File: src/rtl/isqrt_pipe_restoring.sv
// Pipelined integer square root, one root bit per stage (restoring method).
// Valid bits reset; data registers load only when their stage input is valid.
module isqrt_pipe_restoring #(
  parameter int WIDTH = 32
) (
  input  logic               clk,
  input  logic               rst,
  input  logic               x_vld,
  input  logic [WIDTH-1:0]   x,
  output logic               y_vld,
  output logic [WIDTH/2-1:0] y
);

  localparam int N = WIDTH / 2;

  logic [N-1:0] r_vld;

  always_ff @(posedge clk) begin
    if (rst) r_vld <= '0;
    else     r_vld <= {r_vld[N-2:0], x_vld};
  end

  for (genvar k = 0; k < N; k++) begin : g_stg
    logic [N+1:0]     r_rem;
    logic [N-1:0]     r_root;
    logic [WIDTH-1:0] r_xs;

    logic [N+1:0]     w_rem;
    logic [N-1:0]     w_root;
    logic [WIDTH-1:0] w_xs;
    logic             w_vld;

    if (k == 0) begin : g_in
      assign w_rem  = '0;
      assign w_root = '0;
      assign w_xs   = x;
      assign w_vld  = x_vld;
    end else begin : g_in
      assign w_rem  = g_stg[k-1].r_rem;
      assign w_root = g_stg[k-1].r_root;
      assign w_xs   = g_stg[k-1].r_xs;
      assign w_vld  = r_vld[k-1];
    end

    logic [N+1:0] w_cand;
    logic [N+1:0] w_sub;
    logic [N+1:0] w_trial;
    logic         w_ge;
    logic         w_unused;

    // Remainder never exceeds N bits between stages; top bits drop out.
    assign w_cand   = {w_rem[N-1:0], w_xs[WIDTH-1 -: 2]};
    assign w_sub    = {w_root, 2'b01};
    assign w_ge     = (w_cand >= w_sub);
    assign w_trial  = w_cand - w_sub;
    assign w_unused = ^w_rem[N+1:N];

    always_ff @(posedge clk) begin
      if (w_vld) begin
        r_rem  <= w_ge ? w_trial : w_cand;
        r_root <= {w_root[N-2:0], w_ge};
        r_xs   <= w_xs << 2;
      end
    end
  end

  logic w_unused_tail;
  assign w_unused_tail = ^{g_stg[N-1].r_rem, g_stg[N-1].r_xs};

  assign y_vld = r_vld[N-1];
  assign y     = g_stg[N-1].r_root;

endmodule
File: config.mk
export PLATFORM = sky130hd
export DESIGN_NAME = isqrt_pipe_restoring
export DESIGN_NICKNAME = d
export VERILOG_FILES = /design/src/rtl/isqrt_pipe_restoring.sv
export SDC_FILE = /design/constraint.sdc
export NUM_CORES = 1
export LEC_CHECK = 0
export BUFFER_PORTS_ARGS = -buffer_cell sky130_fd_sc_hd__buf_2
export CAP_MARGIN = 20
export CORE_MARGIN = 8
export CORE_UTILIZATION = 52
export DETAILED_ROUTE_END_ITERATION = 8
export GPL_ROUTABILITY_DRIVEN = 0
export GPL_TIMING_DRIVEN = 0
export HOLD_SLACK_MARGIN = 0.15
export PLACE_DENSITY = 0.68
export SKIP_CTS_REPAIR_TIMING = 1
export SLEW_MARGIN = 40
export SYNTH_ARGS = -nofsm -noshare
export SYNTH_HDL_FRONTEND = slang
export SYNTH_SLANG_ARGS = --single-unit
File: constraint.sdc
create_clock -name clk -period 3.21 [get_ports clk]
set_input_delay 0.4815 -clock clk [delete_from_list [all_inputs] [get_ports clk]]
set_output_delay 0.4815 -clock clk [all_outputs]
set_load 0.005 [all_outputs]
==> out/results.txt <==
Status -> completed
Drt pass-1 iters -> 6
CTS root buf -> clkbuf_16
Most common cell after layout, fill and taps aside -> edfxtp_1
Final hold viol count -> 0
Vias in the first global route -> 15680
Syn_area_per_cell -> 13.64 um^2
Crit Path Category -> flop to flop
Main area contributors after synthesis -> edfxtp_1 65%, ha_1 6.9%, xnor2_1 2.8%, a21oi_1 2.5%, inv_1 2.4%
Max-cap violations -> 0
# setup viols final -> 0
Number of diodes -> 0
Post-DP Area -> 28790 um^2
Syn Nets -> 2208
Syn Inst Count -> 2021
Share of post-route cells with drive strength above 1 -> 0.09852
Worst skew pair latency -> 0.60 ns
Die W -> 246.3 um
I/O Buffers -> 51
Relative slew slack -> 0.4261
Synth cell types -> 69
Worst setup path start -> g_stg[13].r_root[0]$_DFFE_PP_
Min cycle time layout -> 3.116 ns
Final antenna-violating net count -> 0
Drt wl/cell -> 16.04 um
Post-synthesis compound-gate area fraction -> 0.08503
Crit share post-route -> 0.9708
Yosys top cell by area -> edfxtp_1
Post-Syn Area -> 27580 um^2
First-pass GRT wire length -> 74990 um
CTS tree -> built
Clk_skew -> 0.02426 ns
# nets final -> 2367
Min-delay worst type -> primary input to flop
Xor/xnor share of the synthesized area -> 0.05209
Hold Path Origin -> rst
Fin area -> 31260 um^2
Peak supply drop -> 0.5833 mV
Setup TNS Final -> 0 ns
RSZ-0062 raised after global routing -> no
CTS clock-pin slew for the worst setup and hold paths -> 0.06 ns
CTS max path bufs -> 3
FMAX -> 320.9 MHz
GRT Total Usage -> 0.1508
Worst Path Required -> 3.54 ns
Final WL -> 46850 um
Number of synthesized flops with an enable pin -> 600
Via count -> 15810
Static leakage -> 11.89 nW
Mux cell area share after synthesis -> 0.01583
Initial drt markers -> 957
Prevailing post-synth register cell -> edfxtp_1
Crit path launch type -> flop
Synth warn -> 0
Num CTS Buffers -> 66
Starting Density -> 0.5248
PwrDens -> 524.1 nW/um^2
Flops & latches, synth -> 616
Cells after DPL -> 2762
Final Non-Filler Cells -> 2921
Aggregate global routing overflow -> 0
Worst Setup End Kind -> flop
Total I/O pin count -> 52
Area delta synth->final -> 13.36%
Largest family of logic cells by synthesized area -> compound AO/OA/AOI/OAI gates
Slew @ Worst Pin -> 0.8392 ns
Drt drc -> 0
Initial antenna violation count -> 0
Top cell type's share of synthesized area -> 0.6534
Most frequent cells in the layout -> 600 x edfxtp_1, 178 x inv_1, 152 x ha_1
Seq/Total Area, Yosys -> 0.6650
Post-synthesis simple-gate area fraction -> 0.08407
Max-slew violation count -> 0
Crit path max fanout -> 8
Largest net degree at the start of global routing -> 47
Adder-cell share of the synthesized area -> 0.06897
WP data arrival -> 3.44 ns
Synth async-reset ratio -> 0
Std cell rows -> 84
CORE AREA -> 52550 um^2
Die H -> 246.3 um
R2r startpoint -> g_stg[13].r_root[0]$_DFFE_PP_
Die area -> 60660 um^2
Post-DP HPWL -> 33840 um
Clk sinks -> 616
H-Tree Depth -> 3
Via density -> 5.413
-- synthesized netlist by cell type, drive strengths merged (4+ instances only) --
master	number
nand2b	27
a21oi	140
a31oi	15
xor2	75
or3	17
xnor2	89
nand2	87
nand3b	6
o21bai	9
a211o	5
nor2	151
nor4	12
mux2i	5
a2111oi	4
o31ai	9
dfxtp	16
clkbuf	21
inv	178
nand3	23
mux2	33
ha	152
or2	5
o21ai	70
a21o	40
nor3	44
o211ai	12
o21a	34
edfxtp	600
a21boi	5
buf	6
or4	12
and2	9
nor2b	38
a211oi	6
nand4	21
-- final cells by class --
type	instances	area, um^2
clock inverter	32	290.3
clock buffer	89	1780
buffer	26	126.4
inverter	179	671.9
sequential	616	18380
multi-input combinational	1199	8457
tap	688	860.8
timing repair buffer	92	693.2
fill	4038	21290
-- stage by stage --
| step | power (W) | hold WS, ns | worst slack [ns] | util |
|---|---|---|---|---|
| final | 0.01638 | 0.1895 | 0.09385 | 0.5949 |
| after global routing | 0.01693 | 0.1678 | 0.01009 | 0.5949 |
| after CTS | 0.01654 | 0.01084 | -0.3438 | 0.5872 |
| after detailed placement | 0.009302 | 0.4045 | -0.3018 | 0.5478 |
| after global placement | 0.009297 | 0.4004 | -0.2255 | 0.5460 |
| after floorplan | 0.009224 | 0.4003 | 0.6213 | - |
-- path summary, 6_finish.rpt --
path / end / slack (ns) / cells past startpoint
worst max-delay path: g_stg[14].r_rem[15]$_DFFE_PP_ / 0.09 / 10
worst min register to register: g_stg[5].r_xs[30]$_DFFE_PP_ / 0.41 / 0
worst min-delay path: r_vld[3]$_SDFF_PP0_ / 0.19 / 2
worst max register to register: g_stg[14].r_rem[15]$_DFFE_PP_ / 0.09 / 10
-- critical path, stage by stage (launching register included) --
cell	delay, ns
edfxtp_1	0.37
inv_1	0.05
ha_1	0.34
nor2b_1	0.24
nor3_1	0.07
o21ai_0	0.52
a311oi_2	0.32
o31ai_4	0.34
buf_12	0.16
buf_4	0.12
mux2_2	0.33
-- logic make-up (layout without fill, tap and decap cells) --
| logic type | count (synthesis) | count (layout) |
|---|---|---|
| AOI/OAI and AO/OA | 377 | 377 |
| xor gates and xnor gates | 164 | 164 |
| muxes | 38 | 38 |
| buffers and inverters | 206 | 418 |
| DFF | 616 | 616 |
| adders and majority gates | 152 | 152 |
| and+or+nand+nor | 467 | 467 |
| other | 1 | 1 |
-- layer usage --
| layer | track usage | vias up | routed length, um |
|---|---|---|---|
| met3 | 0.03888 | 90 | 2854 |
| met5 | 0 | - | 0 |
| met2 | 0.2537 | 394 | 22800 |
| met1 | 0.1871 | 7559 | 19980 |
| met4 | 0.05490 | 0 | 1216 |
| li1 | - | 7769 | - |
-- sequential cells by signal (all words and copies together) (netlist names) --
register,count
g_stg.r_root,110
g_stg.r_xs,228
g_stg.r_rem,208
r_vld,16
g_stg.w_rem,16
y,16
g_stg.w_xs,12
g_stg.w_root,10
-- power breakdown --
part           internal (W)  total (W)  switching (W)
sequential          0.00885    0.00893      0.0000753
clock               0.00425    0.00722        0.00297
combinational      0.000120   0.000237       0.000117
total                0.0132     0.0164        0.00316
Note: power is estimated with default switching activity, not from simulation.
